## src/rtl/sa_waddr_arbiter_if.sv

```systemverilog
// AW request/grant bundle between the per-master dispatchers, the slave port and the W-data multiplexer.
// Signal names keep the dispatcher/slave naming so the arbiter's ports read the same as its neighbours.
interface sa_waddr_arbiter_if #(
    parameter int MST_AMT           = 2,
    parameter int ADDR_WIDTH        = 32,
    parameter int TRANS_MST_ID_W    = 5,
    parameter int TRANS_BURST_W     = 2,
    parameter int TRANS_DATA_LEN_W  = 3,
    parameter int TRANS_DATA_SIZE_W = 3,
    parameter int MST_ID_W          = $clog2(MST_AMT)
);
    logic [TRANS_MST_ID_W*MST_AMT-1:0]    m_AWID_i;
    logic [ADDR_WIDTH*MST_AMT-1:0]        m_AWADDR_i;
    logic [TRANS_BURST_W*MST_AMT-1:0]     m_AWBURST_i;
    logic [TRANS_DATA_LEN_W*MST_AMT-1:0]  m_AWLEN_i;
    logic [TRANS_DATA_SIZE_W*MST_AMT-1:0] m_AWSIZE_i;
    logic [MST_AMT-1:0]                   m_AWVALID_i;
    logic [MST_AMT-1:0]                   m_AWREADY_o;

    logic [MST_ID_W+TRANS_MST_ID_W-1:0]   s_AWID_o;
    logic [ADDR_WIDTH-1:0]                s_AWADDR_o;
    logic [TRANS_BURST_W-1:0]             s_AWBURST_o;
    logic [TRANS_DATA_LEN_W-1:0]          s_AWLEN_o;
    logic [TRANS_DATA_SIZE_W-1:0]         s_AWSIZE_o;
    logic                                 s_AWVALID_o;
    logic                                 s_AWREADY_i;

    logic [MST_ID_W-1:0]                  dsp_WDATA_mst_id_o;
    logic                                 dsp_WDATA_valid_o;
    logic                                 dsp_WDATA_pop_i;
    logic                                 order_full_o;

    // Arbiter side
    modport slave (
        input  m_AWID_i, m_AWADDR_i, m_AWBURST_i, m_AWLEN_i, m_AWSIZE_i, m_AWVALID_i,
        input  s_AWREADY_i, dsp_WDATA_pop_i,
        output m_AWREADY_o,
        output s_AWID_o, s_AWADDR_o, s_AWBURST_o, s_AWLEN_o, s_AWSIZE_o, s_AWVALID_o,
        output dsp_WDATA_mst_id_o, dsp_WDATA_valid_o, order_full_o
    );

    // Dispatcher / slave / W-mux side
    modport master (
        output m_AWID_i, m_AWADDR_i, m_AWBURST_i, m_AWLEN_i, m_AWSIZE_i, m_AWVALID_i,
        output s_AWREADY_i, dsp_WDATA_pop_i,
        input  m_AWREADY_o,
        input  s_AWID_o, s_AWADDR_o, s_AWBURST_o, s_AWLEN_o, s_AWSIZE_o, s_AWVALID_o,
        input  dsp_WDATA_mst_id_o, dsp_WDATA_valid_o, order_full_o
    );
endinterface

```

## src/rtl/sa_waddr_arbiter.sv

```systemverilog
// Round-robin AW arbiter for one slave; winner goes to a one-entry output register, grant order to an order FIFO.
// Latency: master handshake in cycle N -> s_AWVALID_o and FIFO head valid in cycle N+1.
// Backpressure: no grant while the output register is held (s_AWREADY_i low) or the order FIFO is full.
module sa_waddr_arbiter #(
    parameter int MST_AMT           = 2,
    parameter int OUTSTANDING_AMT   = 8,
    parameter int ADDR_WIDTH        = 32,
    parameter int TRANS_MST_ID_W    = 5,
    parameter int TRANS_BURST_W     = 2,
    parameter int TRANS_DATA_LEN_W  = 3,
    parameter int TRANS_DATA_SIZE_W = 3,
    parameter int MST_ID_W          = $clog2(MST_AMT)
) (
    input  logic              ACLK_i,
    input  logic              ARESET_i,
    sa_waddr_arbiter_if.slave bus
);
    localparam int PTR_W = $clog2(OUTSTANDING_AMT);
    localparam int CNT_W = $clog2(OUTSTANDING_AMT + 1);

    logic [MST_ID_W-1:0]          rr_ptr;
    logic [MST_ID_W-1:0]          rr_idx;
    logic [MST_ID_W-1:0]          cand_idx;
    logic [MST_ID_W-1:0]          next_ptr;
    logic                         cand_found;
    logic                         accept;
    logic                         pop_eff;
    int                           rr_sum;

    logic [TRANS_MST_ID_W-1:0]    sel_id;
    logic [ADDR_WIDTH-1:0]        sel_addr;
    logic [TRANS_BURST_W-1:0]     sel_burst;
    logic [TRANS_DATA_LEN_W-1:0]  sel_len;
    logic [TRANS_DATA_SIZE_W-1:0] sel_size;

    logic [MST_ID_W-1:0]          order_mem [OUTSTANDING_AMT];
    logic [PTR_W-1:0]             wr_ptr;
    logic [PTR_W-1:0]             rd_ptr;
    logic [CNT_W-1:0]             order_cnt;

    // Scan masters starting at rr_ptr, wrapping at MST_AMT; first requester wins.
    always_comb begin
        cand_found = 1'b0;
        cand_idx   = '0;
        rr_sum     = 0;
        rr_idx     = '0;
        for (int k = 0; k < MST_AMT; k++) begin
            rr_sum = int'(rr_ptr) + k;
            if (rr_sum >= MST_AMT) begin
                rr_sum = rr_sum - MST_AMT;
            end
            rr_idx = MST_ID_W'(rr_sum);
            if (!cand_found && bus.m_AWVALID_i[rr_idx]) begin
                cand_found = 1'b1;
                cand_idx   = rr_idx;
            end
        end
    end

    always_comb begin
        sel_id    = '0;
        sel_addr  = '0;
        sel_burst = '0;
        sel_len   = '0;
        sel_size  = '0;
        for (int i = 0; i < MST_AMT; i++) begin
            if (cand_idx == MST_ID_W'(i)) begin
                sel_id    = bus.m_AWID_i[i*TRANS_MST_ID_W +: TRANS_MST_ID_W];
                sel_addr  = bus.m_AWADDR_i[i*ADDR_WIDTH +: ADDR_WIDTH];
                sel_burst = bus.m_AWBURST_i[i*TRANS_BURST_W +: TRANS_BURST_W];
                sel_len   = bus.m_AWLEN_i[i*TRANS_DATA_LEN_W +: TRANS_DATA_LEN_W];
                sel_size  = bus.m_AWSIZE_i[i*TRANS_DATA_SIZE_W +: TRANS_DATA_SIZE_W];
            end
        end
    end

    assign accept   = !ARESET_i && cand_found && (!bus.s_AWVALID_o || bus.s_AWREADY_i)
                      && !bus.order_full_o;
    assign next_ptr = (cand_idx == MST_ID_W'(MST_AMT - 1)) ? '0 : cand_idx + MST_ID_W'(1);

    always_comb begin
        bus.m_AWREADY_o = '0;
        for (int i = 0; i < MST_AMT; i++) begin
            bus.m_AWREADY_o[i] = accept && (cand_idx == MST_ID_W'(i));
        end
    end

    always_ff @(posedge ACLK_i) begin
        if (ARESET_i) begin
            rr_ptr          <= '0;
            bus.s_AWVALID_o <= 1'b0;
            bus.s_AWID_o    <= '0;
            bus.s_AWADDR_o  <= '0;
            bus.s_AWBURST_o <= '0;
            bus.s_AWLEN_o   <= '0;
            bus.s_AWSIZE_o  <= '0;
        end else if (accept) begin
            rr_ptr          <= next_ptr;
            bus.s_AWVALID_o <= 1'b1;
            bus.s_AWID_o    <= {cand_idx, sel_id};
            bus.s_AWADDR_o  <= sel_addr;
            bus.s_AWBURST_o <= sel_burst;
            bus.s_AWLEN_o   <= sel_len;
            bus.s_AWSIZE_o  <= sel_size;
        end else if (bus.s_AWREADY_i) begin
            bus.s_AWVALID_o <= 1'b0;
        end
    end

    // Order FIFO: push on master accept (already excludes full), pop only when non-empty.
    assign pop_eff                = bus.dsp_WDATA_pop_i && (order_cnt != '0);
    assign bus.order_full_o       = (order_cnt == CNT_W'(OUTSTANDING_AMT));
    assign bus.dsp_WDATA_valid_o  = (order_cnt != '0);
    assign bus.dsp_WDATA_mst_id_o = bus.dsp_WDATA_valid_o ? order_mem[rd_ptr] : '0;

    always_ff @(posedge ACLK_i) begin
        if (accept) begin
            order_mem[wr_ptr] <= cand_idx;
        end
    end

    always_ff @(posedge ACLK_i) begin
        if (ARESET_i) begin
            wr_ptr    <= '0;
            rd_ptr    <= '0;
            order_cnt <= '0;
        end else begin
            if (accept) begin
                wr_ptr <= (wr_ptr == PTR_W'(OUTSTANDING_AMT - 1)) ? '0 : wr_ptr + PTR_W'(1);
            end
            if (pop_eff) begin
                rd_ptr <= (rd_ptr == PTR_W'(OUTSTANDING_AMT - 1)) ? '0 : rd_ptr + PTR_W'(1);
            end
            if (accept && !pop_eff) begin
                order_cnt <= order_cnt + CNT_W'(1);
            end else if (!accept && pop_eff) begin
                order_cnt <= order_cnt - CNT_W'(1);
            end
        end
    end
endmodule

```

## src/flat_wrapper.sv

```systemverilog
// flat-port wrapper written by rule: the top's interface ports become plain ports
module sa_waddr_arbiter_flat 
#(
    parameter int MST_AMT           = 2,
    parameter int OUTSTANDING_AMT   = 8,
    parameter int ADDR_WIDTH        = 32,
    parameter int TRANS_MST_ID_W    = 5,
    parameter int TRANS_BURST_W     = 2,
    parameter int TRANS_DATA_LEN_W  = 3,
    parameter int TRANS_DATA_SIZE_W = 3,
    parameter int MST_ID_W          = $clog2(MST_AMT)
)
  (ACLK_i, ARESET_i, bus_m_AWID_i, bus_m_AWADDR_i, bus_m_AWBURST_i, bus_m_AWLEN_i, bus_m_AWSIZE_i, bus_m_AWVALID_i, bus_s_AWREADY_i, bus_dsp_WDATA_pop_i, bus_m_AWREADY_o, bus_s_AWID_o, bus_s_AWADDR_o, bus_s_AWBURST_o, bus_s_AWLEN_o, bus_s_AWSIZE_o, bus_s_AWVALID_o, bus_dsp_WDATA_mst_id_o, bus_dsp_WDATA_valid_o, bus_order_full_o);
  sa_waddr_arbiter_if #(.MST_AMT(MST_AMT), .ADDR_WIDTH(ADDR_WIDTH), .TRANS_MST_ID_W(TRANS_MST_ID_W), .TRANS_BURST_W(TRANS_BURST_W), .TRANS_DATA_LEN_W(TRANS_DATA_LEN_W), .TRANS_DATA_SIZE_W(TRANS_DATA_SIZE_W), .MST_ID_W(MST_ID_W)) bus_i ();
  input  logic ACLK_i;
  input  logic ARESET_i;
  input wire logic [$bits(bus_i.m_AWID_i)-1:0] bus_m_AWID_i;
  input wire logic [$bits(bus_i.m_AWADDR_i)-1:0] bus_m_AWADDR_i;
  input wire logic [$bits(bus_i.m_AWBURST_i)-1:0] bus_m_AWBURST_i;
  input wire logic [$bits(bus_i.m_AWLEN_i)-1:0] bus_m_AWLEN_i;
  input wire logic [$bits(bus_i.m_AWSIZE_i)-1:0] bus_m_AWSIZE_i;
  input wire logic [$bits(bus_i.m_AWVALID_i)-1:0] bus_m_AWVALID_i;
  input wire logic [$bits(bus_i.s_AWREADY_i)-1:0] bus_s_AWREADY_i;
  input wire logic [$bits(bus_i.dsp_WDATA_pop_i)-1:0] bus_dsp_WDATA_pop_i;
  output wire logic [$bits(bus_i.m_AWREADY_o)-1:0] bus_m_AWREADY_o;
  output wire logic [$bits(bus_i.s_AWID_o)-1:0] bus_s_AWID_o;
  output wire logic [$bits(bus_i.s_AWADDR_o)-1:0] bus_s_AWADDR_o;
  output wire logic [$bits(bus_i.s_AWBURST_o)-1:0] bus_s_AWBURST_o;
  output wire logic [$bits(bus_i.s_AWLEN_o)-1:0] bus_s_AWLEN_o;
  output wire logic [$bits(bus_i.s_AWSIZE_o)-1:0] bus_s_AWSIZE_o;
  output wire logic [$bits(bus_i.s_AWVALID_o)-1:0] bus_s_AWVALID_o;
  output wire logic [$bits(bus_i.dsp_WDATA_mst_id_o)-1:0] bus_dsp_WDATA_mst_id_o;
  output wire logic [$bits(bus_i.dsp_WDATA_valid_o)-1:0] bus_dsp_WDATA_valid_o;
  output wire logic [$bits(bus_i.order_full_o)-1:0] bus_order_full_o;
  assign bus_i.m_AWID_i = bus_m_AWID_i;
  assign bus_i.m_AWADDR_i = bus_m_AWADDR_i;
  assign bus_i.m_AWBURST_i = bus_m_AWBURST_i;
  assign bus_i.m_AWLEN_i = bus_m_AWLEN_i;
  assign bus_i.m_AWSIZE_i = bus_m_AWSIZE_i;
  assign bus_i.m_AWVALID_i = bus_m_AWVALID_i;
  assign bus_i.s_AWREADY_i = bus_s_AWREADY_i;
  assign bus_i.dsp_WDATA_pop_i = bus_dsp_WDATA_pop_i;
  assign bus_m_AWREADY_o = bus_i.m_AWREADY_o;
  assign bus_s_AWID_o = bus_i.s_AWID_o;
  assign bus_s_AWADDR_o = bus_i.s_AWADDR_o;
  assign bus_s_AWBURST_o = bus_i.s_AWBURST_o;
  assign bus_s_AWLEN_o = bus_i.s_AWLEN_o;
  assign bus_s_AWSIZE_o = bus_i.s_AWSIZE_o;
  assign bus_s_AWVALID_o = bus_i.s_AWVALID_o;
  assign bus_dsp_WDATA_mst_id_o = bus_i.dsp_WDATA_mst_id_o;
  assign bus_dsp_WDATA_valid_o = bus_i.dsp_WDATA_valid_o;
  assign bus_order_full_o = bus_i.order_full_o;
  sa_waddr_arbiter #(.MST_AMT(MST_AMT), .OUTSTANDING_AMT(OUTSTANDING_AMT), .ADDR_WIDTH(ADDR_WIDTH), .TRANS_MST_ID_W(TRANS_MST_ID_W), .TRANS_BURST_W(TRANS_BURST_W), .TRANS_DATA_LEN_W(TRANS_DATA_LEN_W), .TRANS_DATA_SIZE_W(TRANS_DATA_SIZE_W), .MST_ID_W(MST_ID_W)) u_core (.ACLK_i(ACLK_i), .ARESET_i(ARESET_i), .bus(bus_i));
endmodule
```

## config.mk

```make
export PLATFORM = sky130hd
export DESIGN_NAME = sa_waddr_arbiter_flat
export DESIGN_NICKNAME = d
export VERILOG_FILES = /design/src/rtl/sa_waddr_arbiter_if.sv /design/src/rtl/sa_waddr_arbiter.sv /design/src/flat_wrapper.sv
export SDC_FILE = /design/constraint.sdc
export NUM_CORES = 1
export LEC_CHECK = 0
export CAP_MARGIN = 20
export CORE_ASPECT_RATIO = 1.75
export CORE_MARGIN = 5
export CORE_UTILIZATION = 23
export CTS_CLUSTER_DIAMETER = 200
export DETAILED_ROUTE_END_ITERATION = 16
export GPL_ROUTABILITY_DRIVEN = 0
export PLACE_DENSITY_LB_ADDON = 0.12
export SLEW_MARGIN = 25
export SYNTH_ARGS = -nofsm -noshare
export SYNTH_HDL_FRONTEND = slang
export SYNTH_SLANG_ARGS = --single-unit
```

## constraint.sdc

```tcl
create_clock -name ACLK_i -period 6.6 [get_ports ACLK_i]
set_input_delay 1.65 -clock ACLK_i [delete_from_list [all_inputs] [get_ports ACLK_i]]
set_output_delay 1.65 -clock ACLK_i [all_outputs]
set_load 0.03 [all_outputs]
```

==> summary.md, run 1 <==
| Metric | Value |
|---|---|
| Post-synth EDFFs | 8 |
| Longest Clk Path Bufs | 2 |
| Top_reg_cell synth | dfxtp_1 |
| Endpoints failing hold | 0 |
| Sw Ratio | 0.365 |
| Hold-critical path endpoint | u_core.rd_ptr[1] |
| Post-cts resize count | 0 |
| Half-perimeter wire length after placement | 7450 µm |
| Via count of the first global-routing pass | approximately 3,000 |
| R2R cell count | 10 |
| Final ANT Viol Nets | 0 |
| Startpoint of the worst-slack reg-to-reg timing path | u_core.order_cnt[0] |
| Crit end category | output pin |
| Adder and majority gate portion of the synthesized area | 0.0360 |
| DR DRC count | 0 |
| Final min period | between 5000 and 6000 ps |
| Simple-gate portion of the synthesized area | 0.192 |
| Number of iterations in the first detailed-routing pass | 4 |
| Chain of cells forming the critical path | clkdlybuf4s50_1 -> buf_4 -> or4_4 -> nor2_1 -> clkdlybuf4s50_1 |
| Count of state elements after synthesis | 69 |
| Total vias in the final route | 2,984 |
| Maximum number of pins on one net before global-route repair | 62 |
| HP Start | u_core.rd_ptr[1] |
| Drt wl/cell | 15.2 µm |
| Top cells by area in the synthesized netlist | dfxtp_1 (41%), nand2_1 (12%), a31oi_1 (9.6%) |
| Share of cells above drive strength 1 | 0.0610 |
| Die boundary height | 161 µm |
| Sum of negative setup slack | 0 ps |
| Timing-limited maximum frequency | between 0.15 and 0.2 GHz |
| Worst-Margin Slew | between 600 and 700 ps |
| Share of the yosys chip area belonging to registers | 0.489 |
| Worst-skew pair later-pin latency | 330 ps |
| Number of antenna diodes | 0 |
| Share of async-settable or async-resettable flops after synthesis | 0 |
| Top cell family by delay on the critical path | buffers and inverters |
| Startpoint type of the worst setup path | primary input |
| Growth of design area from synthesis to finish | 62.9% |
| Max-slew headroom at the worst pin | 0.598 |
| Main combinational cell family by area after synthesis | compound AO/OA/AOI/OAI gates |
| Most common cell after layout, fill and taps aside | clkdlybuf4s50_1 |
| Maximum fanout along the worst path | 14 |
| Leading area contributor after synthesis | dfxtp_1 |
| Number of nets in the layout | 591 |
| Quantity of hold-fixing buffers added after cts | 0 |
| Compound-Gate Fraction of Synth Area | 0.192 |
| Clock H-tree levels | 3 |
| Total I/O pin count | 148 |
| Clock share of power | 0.262 |
| Cells after synthesis | 354 |
| Total number of clock tree sinks | 69 |
| Total power density per cell area | 370 mW/mm² |
| Clock slew seen by the registers of the worst setup and hold paths | approximately 60 ps |
| Met3 capacity usage during global routing | 0.0572 |
| R2r setup slk | 3350 ps |
| Vias per cell | 4.50 |
| DRT iter0 DRCs | 96 |
| Starting Density | 0.232 |
| TritonCTS clock tree | built |
| Leakage power | 0.00186 µW |
| Full die area | 0.0155 mm² |
| Number of standard cells in the final layout excluding fillers | 663 |
| Share of the cycle needed by the critical path after routing | 0.820 |
| Sequential group share of total power | 0.335 |
| CP Class | primary input to output pin |
| Type of the tightest min-delay check | flop to flop |
| Post-synth cell types | 36 |
| Inserted Clock Buffers | 9 |
| Max cap viols | 0 |
| Std-Cell Core Area | 0.0129 mm² |
| Synth Warn # | 0 |
| Data arrival time of the critical path | approximately 3800 ps |
| Wire length of the first global-routing pass | 16,000 µm |
| Power, Total | 1800 µW |
| Average cell area after synthesis | 8.45 µm² |
| Placed Instances | between 600 and 700 |
| Leading cell types in the layout, fill and taps excluded | clkdlybuf4s50_1 (147), nand2_1 (99), dfxtp_1 (61) |
| Data required time at the worst endpoint | 4950 ps |
| Post-CTS Setup Inserts | 0 |
| Run status | complete, no violations |
| GRT met1 Usage | 0.138 |
| Std cell rows | between 50 and 60 |
| Critical path's most frequent cell | clkdlybuf4s50_1 |
| Unrepaired setup endpoints after global routing | no |
| Maximum ir drop on the vdd rail | 125 µV |
| Number of antenna violations at the first check in global routing | 0 |
| Total wire length after detailed routing | 10,100 µm |
| Net switching component of the power | 659 µW |
| Post-layout util | 0.379 |
| Clk Tree Root Cell | clkbuf_16 |
| Share of cell area taken by muxes after synthesis | 0.0293 |
| # port buffers | between 100 and 150 |
| Width of the chip | 96.2 µm |
| Final-report max-slew violation count | 0 |
| Worst setup skew after layout | 6.75 ps |
| Total nets after synthesis | ~460 |
| Library cell contributing the largest single delay on the critical path | clkdlybuf4s50_1 |
| GRT overflow | 0 |
| Critical path buffers and inverters | 3 |
| Share of the synthesized area in the top cell type | 0.408 |
| Largest stage delay on the critical path | 710 ps |
| All-layer global routing usage | 0.135 |
| Final count of negative-setup-slack endpoints | 0 |
| Global-route met2 utilization | 0.237 |
| Post-synth design cell area | ~0.003 mm² |
| R2r endpoint | u_core.order_cnt[3] |
| Hold Path Stages | 2 |
| Most used routing layer in global routing | met2 |
| Internal power | 1140 µW |
| Share of the synthesized netlist area taken by xor and xnor gates | 0.00586 |
| Combinational cell fraction of total power | 0.403 |
-- layer usage --
metal,part of all wire,routed length (µm),up-vias
li1,-,-,1504
met1,0.36,3600,1366
met2,0.54,5430,101
met3,0.082,823,13
met4,0.023,227,0
met5,0,0,-
-- state kept, by name, summed over array words and instances (netlist names), named ones only --
name,cells
u_core.bus.s_AWLEN_o,3
u_core.rd_ptr,3
u_core.wr_ptr,3
u_core.bus.s_AWBURST_o,2
u_core.bus.s_AWSIZE_o,3
u_core.bus.s_AWVALID_o,1
u_core.bus.s_AWID_o,6
u_core.order_mem,8
u_core.rr_ptr,1
u_core.order_cnt,4
u_core.bus.s_AWADDR_o,32
-- stage by stage --
step | setup slack (ps) | hold slack, ps | instance area, µm²
after global routing | 1110 | 528 | 4870
after detailed placement | 1190 | 490 | 4580
after floorplan | 2130 | 431 | 2990
after CTS | 1180 | 498 | 4870
final | 1190 | 491 | 4870
after global placement | 1180 | 480 | 4580
-- cell type report --
class | count | area (µm²)
fillers | 1341 | 8000
repair buffers | 152 | 1510
flip-flops and latches | 69 | 1460
multi-input cells | 249 | 1370
clock buffers | 9 | 225
well taps | 171 | 214
clock inverters | 7 | 66.3
inverters | 6 | 22.5
-- worst max-delay path by stage --
| stage | from | endpoint | slack, ps | cells after the start |
|---|---|---|---|---|
| after floorplan | ARESET_i | bus_m_AWREADY_o[1] | 2130 | 3 |
| after global placement | ARESET_i | bus_m_AWREADY_o[1] | 1180 | 5 |
| after detailed placement | ARESET_i | bus_m_AWREADY_o[1] | 1190 | 5 |
| after CTS | ARESET_i | bus_m_AWREADY_o[1] | 1180 | 5 |
| after global routing | ARESET_i | bus_m_AWREADY_o[1] | 1110 | 5 |
| final | ARESET_i | bus_m_AWREADY_o[1] | 1190 | 5 |
-- cell usage after synthesis, types with 2 or more instances --
library cell and n:
nand2_1 99, dfxtp_1 61, a21oi_1 52, a31oi_1 46
clkbuf_1 18, nor2_1 11, edfxtp_1 8, buf_2 7
ha_1 7, inv_1 5, buf_4 4, nand3_1 3
a211oi_1 2, mux2_2 2, mux2i_1 2, mux4_2 2
nor2b_1 2, nor3_1 2, nor3b_2 2, nor4b_1 2
or3_1 2
-- power groups by stage --
| stage | sequential (µW) | clock [µW] | combinational, µW |
|---|---|---|---|
| after floorplan | 775 | 0 | 260 |
| after global placement | 611 | 0 | 737 |
| after detailed placement | 616 | 0 | 737 |
| after CTS | 608 | 489 | 740 |
| after global routing | 620 | 509 | 788 |
| final | 605 | 472 | 727 |
-- tightest hold or removal path, delay by kind of cell, from the launching register on --
family	cells	cell delay, ps
and+or+nand+nor	1	50
AOI/OAI and AO/OA	1	70
DFF	1	310
-- cell families (layout without fill, tap and decap cells) --
| logic type | count (synthesis) | after routing |
|---|---|---|
| AOI/OAI and AO/OA | 102 | 102 |
| xor gates and xnor gates | 2 | 2 |
| adders and majority gates | 8 | 8 |
| buffers and inverters | 36 | 174 |
| DFF | 69 | 69 |
| muxes | 6 | 6 |
| and+or+nand+nor | 131 | 131 |
No activity file was read; power rests on OpenSTA's default activity.
==> inputs of run 2 (changes only) <==
==> constraint.sdc (replaced) <==
create_clock -name ACLK_i -period 4.5 [get_ports ACLK_i]
set_input_delay 1.125 -clock ACLK_i [delete_from_list [all_inputs] [get_ports ACLK_i]]
set_output_delay 1.125 -clock ACLK_i [all_outputs]
set_load 0.03 [all_outputs]
==> summary.md, run 2 (synthesis gave the netlist of run 1 again) <==
| Metric | Value |
|---|---|
| Total I/O pin count | 148 (unchanged) |
| CP Class | primary input to output pin |
| Sum of negative setup slack | 0 ps (unchanged) |
| Post-cts resize count | 0 (unchanged) |
| Clock slew seen by the registers of the worst setup and hold paths | 60 ps (about the same) |
| Number of standard cells in the final layout excluding fillers | 663 (unchanged) |
| Full die area | 0.0155 mm² (unchanged) |
| Post-CTS Setup Inserts | 0 (unchanged) |
| Share of cells above drive strength 1 | 0.0691 (+0.00813) |
| Std cell rows | 55 (unchanged) |
| Growth of design area from synthesis to finish | 63.8% |
| DR DRC count | 0 (unchanged) |
| Clock H-tree levels | 3 (unchanged) |
| TritonCTS clock tree | built |
| Die boundary height | 161 µm (unchanged) |
| Total wire length after detailed routing | 10,200 µm (+0.78%) |
| Clock share of power | 0.271 (+0.009) |
| Worst slack at placement | 629 ps (-562 ps) |
| # port buffers | 147 (unchanged) |
| Share of the cycle needed by the critical path after routing | 0.849 |
| Total number of clock tree sinks | 69 (unchanged) |
| Endpoints failing hold | 0 (unchanged) |
| R2r setup slk | 1650 ps (-1700 ps) |
| Startpoint type of the worst setup path | primary input |
| Via count of the first global-routing pass | 3,020 (-1.6%) |
| Leakage power | 0.00188 µW (+0.98%) |
| Width of the chip | 96.2 µm (unchanged) |
| Leading cell types in the layout, fill and taps excluded | clkdlybuf4s50_1 (145), nand2_1 (99), dfxtp_1 (61) |
| Sequential group share of total power | 0.329 (-0.006) |
| Inserted Clock Buffers | 9 (unchanged) |
| Number of antenna diodes | 0 (unchanged) |
| Placed Instances | 647 (unchanged) |
| Std-Cell Core Area | 0.0129 mm² (unchanged) |
| Drt wl/cell | 15.3 µm (+0.78%) |
| All-layer global routing usage | 0.135 (-0.000138) |
| Maximum fanout along the worst path | 12 (-2) |
| R2R cell count | 9 (-1) |
| Internal power | 1720 µW (+50%) |
| Sw Ratio | 0.362 (-0.00360) |
| Final count of negative-setup-slack endpoints | 0 (unchanged) |
| Maximum number of pins on one net before global-route repair | 96 (+55%) |
| Worst setup skew after layout | 7.07 ps (+0.314 ps) |
| Final-report max-slew violation count | 0 (unchanged) |
| Quantity of hold-fixing buffers added after cts | 0 (unchanged) |
| Final min period | 3820 ps |
| GRT overflow | 0 (unchanged) |
| Registers with the highest flip-flop counts | u_core.bus.s_AWADDR_o x32, u_core.order_mem x8, u_core.bus.s_AWID_o x6 |
| Unrepaired setup endpoints after global routing | no |
| Data required time at the worst endpoint | 3380 ps (-1570 ps) |
| Number of flip-flops in the largest register | 32 (unchanged) |
| Max-slew headroom at the worst pin | 0.383 (-0.216) |
| Run status | complete, no violations |
| Clk Tree Root Cell | clkbuf_16 |
| Register ranked first by flip-flop count | u_core.bus.s_AWADDR_o |
| Type of the tightest min-delay check | flop to flop |
| Half-perimeter wire length after placement | 7330 µm (-1.6%) |
| Starting Density | 0.232 (unchanged) |
| Number of antenna violations at the first check in global routing | 1 (+1) |
| Finished layout cell area | 0.00490 mm² (+0.57%) |
| DRT iter0 DRCs | 109 (+14%) |
| Total power density per cell area | 549 mW/mm² (+48%) |
| Total of fill cells in the finished design | 1,351 (+0.75%) |
| Max cap viols | 0 (unchanged) |
| Total vias in the final route | 2,957 (-0.90%) |
| Wire length of the first global-routing pass | 15,800 µm (-0.69%) |
| Number of nets in the layout | 591 (unchanged) |
| Post-route worst hold slack | 485 ps (-5.86 ps) |
| Vias per cell | 4.46 (-0.90%) |
| Combinational cell fraction of total power | 0.399 (-0.004) |
| Final ANT Viol Nets | 0 (unchanged) |
| Data arrival time of the critical path | 2700 ps (-1060 ps) |
| Post-detailed-placement cell area | 0.00459 mm² (+0.16%) |
| Crit end category | output pin |
| Maximum ir drop on the vdd rail | 174 µV (+40%) |
| Number of iterations in the first detailed-routing pass | 4 (unchanged) |
| Worst-Margin Slew | 926 ps (+324 ps) |
| Hold Path Stages | 2 (unchanged) |
| Worst-skew pair later-pin latency | 330 ps (about the same) |
| Net switching component of the power | 973 µW (+48%) |
| Final worst slack | 677 ps (-512 ps) |
| Most common cell after layout, fill and taps aside | clkdlybuf4s50_1 |
| Timing-limited maximum frequency | 0.262 GHz |
| Longest Clk Path Bufs | 2 (unchanged) |
## run 2: changes by cell type in the layout (fill, tap and decap cells not counted), sizes merged
cell and change:
buf +2, clkbuf +2, clkdlybuf4s50 -2, clkinv -2
## run 2: final timing paths
check,start,endpoint
worst max register to register,u_core.order_cnt[0],u_core.order_cnt[3]
worst min register to register,u_core.rd_ptr[2],u_core.rd_ptr[2]
worst max-delay path,bus_m_AWVALID_i[1],bus_m_AWREADY_o[0]
worst min-delay path,u_core.rd_ptr[2],u_core.rd_ptr[2]
## run 2: layout make-up
class                           count  area (µm²)  area share
Timing Repair Buffer              152        1520       0.309
Sequential cell                    69        1460       0.298
Multi-Input combinational cell    249        1370       0.280
Clock buffer                       11         253      0.0516
Tap cell                          171         214      0.0437
Clock inverter                      5        58.8      0.0120
Inverter                            6        22.5     0.00460
## run 2: metal layers
metal | routed length (µm) | vias up | global-route usage
met4 | 299 | 2 | 0.0628
met5 | 8 | - | 0
met2 | 5310 | 87 | 0.234
li1 | - | 1504 | -
met1 | 3770 | 1344 | 0.138
met3 | 771 | 20 | 0.0520
## run 2: power by group through the flow
stage / Sequential [µW] / Clock, µW / Combinational (µW)
after floorplan: 1140 / 0 / 381
after global placement: 894 / 0 / 1090
after detailed placement: 900 / 0 / 1090
after CTS: 890 / 755 / 1090
after global routing: 909 / 786 / 1160
final: 886 / 730 / 1070
## run 2: critical path: stages
cell and delay, ps:
clkdlybuf4s50_1 530, nor2_1 60, or4_4 510, nor2_1 310, buf_12 160
## run 2: per-stage QoR
stage                     total power [µW]   util
after global routing                  2850  0.381
after detailed placement              1990  0.357
after global placement                1980  0.357
after floorplan                       1520      -
after CTS                             2740  0.381
final                                 2690  0.381
==> inputs of run 3 (changes only) <==
==> constraint.sdc (replaced) <==
create_clock -name ACLK_i -period 3.24 [get_ports ACLK_i]
set_input_delay 0.81 -clock ACLK_i [delete_from_list [all_inputs] [get_ports ACLK_i]]
set_output_delay 0.81 -clock ACLK_i [all_outputs]
set_load 0.03 [all_outputs]
==> summary.md, run 3 (synthesis gave the netlist of run 1 again) <==
| Metric | Value |
|---|---|
| Run status | complete, no violations |
| Sum of negative setup slack | 0 ps (unchanged) |
| Post-layout util | 0.390 (+0.00894) |
| Half-perimeter wire length after placement | 7590 µm (+3.4%) |
| Std cell rows | 55 (unchanged) |
| All-layer global routing usage | 0.135 (-0.000156) |
| Max cap viols | 0 (unchanged) |
| Final-report max-slew violation count | 0 (unchanged) |
| Number of iterations in the first detailed-routing pass | 4 (unchanged) |
| Type of the tightest min-delay check | flop to flop |
| Finished layout cell area | 0.00501 mm² (+2.3%) |
| Final ANT Viol Nets | 0 (unchanged) |
| Via count of the first global-routing pass | 3,140 (+4.0%) |
| Total number of clock tree sinks | 69 (unchanged) |
| Share of cells above drive strength 1 | 0.0858 (+0.0167) |
| Unrepaired setup endpoints after global routing | no |
| Timing-limited maximum frequency | 0.316 GHz |
| Final min period | 3170 ps |
| Full die area | 0.0155 mm² (unchanged) |
| Placed Instances | 656 (+1.4%) |
| Worst setup skew after layout | 6.26 ps (-0.807 ps) |
| Data arrival time of the critical path | 2360 ps (-340 ps) |
| GRT overflow | 0 (unchanged) |
| Growth of design area from synthesis to finish | 67.7% |
| Register Area | 0.00146 mm² (unchanged) |
| Number of antenna violations at the first check in global routing | 1 (unchanged) |
| DR DRC count | 0 (unchanged) |
| Vias per cell | 4.43 (-0.61%) |
| Std-Cell Core Area | 0.0129 mm² (unchanged) |
| Total I/O pin count | 148 (unchanged) |
| Area occupied by multi-input gates | 0.00138 mm² (+0.18%) |
| # port buffers | 147 (unchanged) |
| Number of flip-flops in the largest register | 32 (unchanged) |
| Clock H-tree levels | 3 (unchanged) |
| Met3 Routed Length | 806 µm (+4.5%) |
| Wire length of the first global-routing pass | 15,900 µm (+0.35%) |
| Drt wl/cell | 15.0 µm (-2.1%) |
| TritonCTS clock tree | built |
| Crit end category | output pin |
| Most common cell after layout, fill and taps aside | clkdlybuf4s50_1 |
| Max-slew headroom at the worst pin | 0.522 (+0.140) |
| Clock slew seen by the registers of the worst setup and hold paths | 60 ps (about the same) |
| Share of the cycle needed by the critical path after routing | 0.978 |
| Leading cell types in the layout, fill and taps excluded | clkdlybuf4s50_1 (145), nand2_1 (99), dfxtp_1 (61) |
| Width of the chip | 96.2 µm (unchanged) |
| Met2 Wirelength | 5420 µm (+2.2%) |
| Total power density per cell area | 771 mW/mm² (+40%) |
| Endpoints failing hold | 0 (unchanged) |
| Worst-skew pair later-pin latency | 330 ps (about the same) |
| Total of fill cells in the finished design | 1,312 (-2.9%) |
| Leakage power | 0.00194 µW (+3.4%) |
| Register ranked first by flip-flop count | u_core.bus.s_AWADDR_o |
| Post-detailed-placement cell area | 0.00467 mm² (+1.7%) |
| DRT iter0 DRCs | 117 (+7.3%) |
| Startpoint type of the worst setup path | primary input |
| Inserted Clock Buffers | 9 (unchanged) |
| Number of nets in the layout | 600 (+1.5%) |
| R2r setup slk | 490 ps (-1160 ps) |
| Number of standard cells in the final layout excluding fillers | 672 (+1.4%) |
| Number of antenna diodes | 0 (unchanged) |
| Highest metal layer with signal wires | met5 |
| Longest Clk Path Bufs | 2 (unchanged) |
| Detailed-route wire length on metal 1 | 3730 µm (-1.1%) |
| Worst-Margin Slew | 716 ps (-210 ps) |
| Die boundary height | 161 µm (unchanged) |
| CP Class | primary input to output pin |
| Final count of negative-setup-slack endpoints | 0 (unchanged) |
| Starting Density | 0.232 (unchanged) |
| Registers with the highest flip-flop counts | u_core.bus.s_AWADDR_o x32, u_core.order_mem x8, u_core.bus.s_AWID_o x6 |
| Maximum ir drop on the vdd rail | 239 µV (+37%) |
| Maximum number of pins on one net before global-route repair | 55 (-43%) |
| Data required time at the worst endpoint | 2430 ps (-950 ps) |
| Maximum fanout along the worst path | 11 (-1) |
| Post-CTS Setup Inserts | 0 (unchanged) |
| Clk Tree Root Cell | clkbuf_16 |
| Total vias in the final route | 2,979 (+0.74%) |
| Total wire length after detailed routing | 10,100 µm (-0.76%) |
==> run 3: report_power, final <==
part / total [µW] / internal (µW) / leakage, µW / switching [µW]
Clock: 1110 / 745 / 0.000165 / 368
Combinational: 1520 / 684 / 0.00119 / 838
Sequential: 1230 / 1090 / 0.000582 / 140
Total: 3860 / 2520 / 0.00194 / 1350
==> run 3: cell type report <==
cell class | instances | area share
Inverter | 6 | 0.00449
Timing Repair Buffer | 161 | 0.318
Sequential cell | 69 | 0.291
Clock buffer | 12 | 0.0534
Tap cell | 171 | 0.0427
Clock inverter | 4 | 0.0152
Multi-Input combinational cell | 249 | 0.274
==> run 3: path summary, 6_finish.rpt <==
path | startpoint | endpoint | cells past startpoint
max reg2reg | u_core.order_cnt[0] | u_core.order_cnt[3] | 9
min reg2reg | u_core.rd_ptr[1] | flop | 2
min | u_core.rd_ptr[1] | flop | 2
max | bus_s_AWREADY_i | bus_m_AWREADY_o[1] | 6
==> run 3: routing by layer <==
metal,global-route usage,up-vias
met3,0.0553,7
met5,0,-
met2,0.240,88
li1,-,1520
met4,0.0408,2
met1,0.140,1362
==> run 3: metrics by stage <==
stage	power (µW)	setup slack [ps]	hold WS, ps
final	3860	72.1	489
after floorplan	2110	118	431
after global placement	2780	-90.3	475
after CTS	3930	47.0	495
after global routing	4090	9.24	527
after detailed placement	2790	-120	488
==> run 3: critical path: stages <==
cell and delay (ps):
clkdlybuf4s50_1 460, nor2b_1 50, or4_4 490, buf_4 190, nor2_1 160, buf_4 190
==> run 3: timing repair <==
action,in CTS,in global routing
setup endpoints to repair,1,0
hold buffers,0,0
gates resized for setup,1,0
==> patch, RTL diff (settings of run 2) <==
Reset style: asynchronous (`ARESET_i`), changed in 2 clocked blocks.
--- a/src/rtl/sa_waddr_arbiter.sv
+++ b/src/rtl/sa_waddr_arbiter.sv
@@ -85,7 +85,7 @@
         end
     end
 
-    always_ff @(posedge ACLK_i) begin
+    always_ff @(posedge ACLK_i or posedge ARESET_i) begin
         if (ARESET_i) begin
             rr_ptr          <= '0;
             bus.s_AWVALID_o <= 1'b0;
@@ -119,7 +119,7 @@
         end
     end
 
-    always_ff @(posedge ACLK_i) begin
+    always_ff @(posedge ACLK_i or posedge ARESET_i) begin
         if (ARESET_i) begin
             wr_ptr    <= '0;
             rd_ptr    <= '0;
Check against the original RTL: differs if ARESET_i is asserted again (counterexample within 4 cycles, from zero or initial values and one cycle with ARESET_i high); with ARESET_i held inactive, the same outputs for 10 cycles.
==> patch against run 2 <==
  * Total power is 21% higher
  * Worst hold slack improved by 44 ps
  * Global-route usage up 2.0 points
  * Area after synthesis rose by 20%
  * Sequential cell count fell by 3
  * Design area increased by 11%
  * Register-to-register slack lost 620 ps
  * Routed wire length rose by 36%
  * Critical path depth down 2
  * Final cell count grew 1.5%
  * Die area rose by 18%
  * Worst setup slack improved by 13 ps
  * Combinational power increased by 41%
  * Core utilization down 2.7 points
  * Critical path type is now reg2out
  * Critical endpoint is now bus_order_full_o
  * Largest cell class is now sequential cells
  * Largest power group unchanged
==> patch: results <==
cts:
  cts_resized: 0
  worstSkewPairLatency_ps: 330
  path_clk_slew_ps: 60
  cts_buffer_depth: 2
cells_and_area:
  multi_input_gates: 241
  buffers: 156
  layout.nets: 586
  drive_gt1_share_pct: 9.035
  inverters_excl_clock: 8
  area_share_nonclk_buffers_pct: 28.43
  multi_input_area_share_pct: 30.43
  clkCellAreaFrac_pct: 5.237
  nFillCells: 1547
  seq_cells: 66
  seq_share_pct: 31.07
route:
  m1WireLength_mm: 5.171
  viasPerCell: 5.382
  first_pass_iters: 7
  highest_layer: "met4"
  drt_iter0_drc: 140
  wirelength_mm: 13.86
  met2_length_mm: 7.536
  wl_met3_um: 796
pwr:
  p_int_mw: 1.914
  swShare_pct: 41.19
  pg_clk_mw: 0.679
  p_leak_nw: 1.928
  ir_worst_vdd_mv: 0.2331
  pg_seq_mw: 1.06
synth:
  synth_nets: 465
  synth_area_leaders: "dfrtp_1 40%, a31oi_1 16%, o211ai_1 9.8%, edfxtp_1 6.7%, o21ai_0 6.6%"
  yosysSeqAreaShare_pct: 47.14
  synthTopCellsByCount: "90 x a31oi_1, 58 x dfrtp_1, 47 x o211ai_1, 47 x o21ai_0, 33 x clkbuf_1"
  async_reset_ff_share_pct: 87.88
global_route:
  use_met2_pct: 28.28
  grtUsageMet3_pct: 3.586
  grt_max_degree: 51
  antenna_found_initial: 0
  met1_usage_pct: 17.00
  grt_util_all_layers_pct: 15.48
  grt_pass1_vias: 4016
worst_hold_path:
  hp-start: "u_core.bus.s_AWID_o[5]$_DFFE_PP0P_"
  worstHoldEndpoint: "u_core.bus.s_AWID_o[5]$_DFFE_PP0P_"
  holdPathStages: 1
outcome:
  status: "finished clean"
worst_setup_path:
  r2r_cells: 9
  crit_fanout: 28
  cp.arrival_ps: 2680
  reg2reg_from: "u_core.order_cnt[0]$_DFFE_PP0P_"
  crit_path_start: "u_core.order_cnt[0]$_DFFE_PP0P_"
  r2r_slack_ps: 1030
  crit_slowest_cell: "or4b_2"
  slowest_delay_ps: 1060
  setup.worst_path.end: "bus_order_full_o"
  reg2reg_to: "u_core.order_cnt[3]$_DFFE_PP0P_"
sta:
  worst_clock_skew_ps: 7.903
  worst_pin_slew_ps: 1016
place:
  dp_hpwl_mm: 9.084
-- patch: metrics by stage --
| step | util, % | instance area, µm² | hold WS (ps) | setup WS (ps) | std cells |
|---|---|---|---|---|---|
| 2_1_floorplan | - | 3588 | 485.3 | 1067 | 361 |
| 3_3_place_gp | 33.37 | 5135 | 510.9 | 801.5 | 656 |
| 3_5_place_dp | 33.37 | 5135 | 522.6 | 702.3 | 656 |
| 4_1_cts | 35.22 | 5420 | 539.6 | 656.7 | 672 |
| 5_1_grt | 35.40 | 5448 | 554.5 | 572.8 | 673 |
| 6_report | 35.40 | 5448 | 529.3 | 690.8 | 673 |
-- patch: cells by family (layout without fill, tap and decap cells) --
logic type / after synthesis / after routing / synth area share [%]
AO/OA/AOI/OAI: 188 / 188 / 32.95
XOR/XNOR: 2 / 2 / 0.4882
adder cells (fa/ha/maj): 8 / 8 / 2.999
buffers and inverters: 54 / 180 / 6.938
flip-flops: 66 / 66 / 47.14
multiplexers: 12 / 12 / 4.358
AND/OR/NAND/NOR: 31 / 31 / 5.125
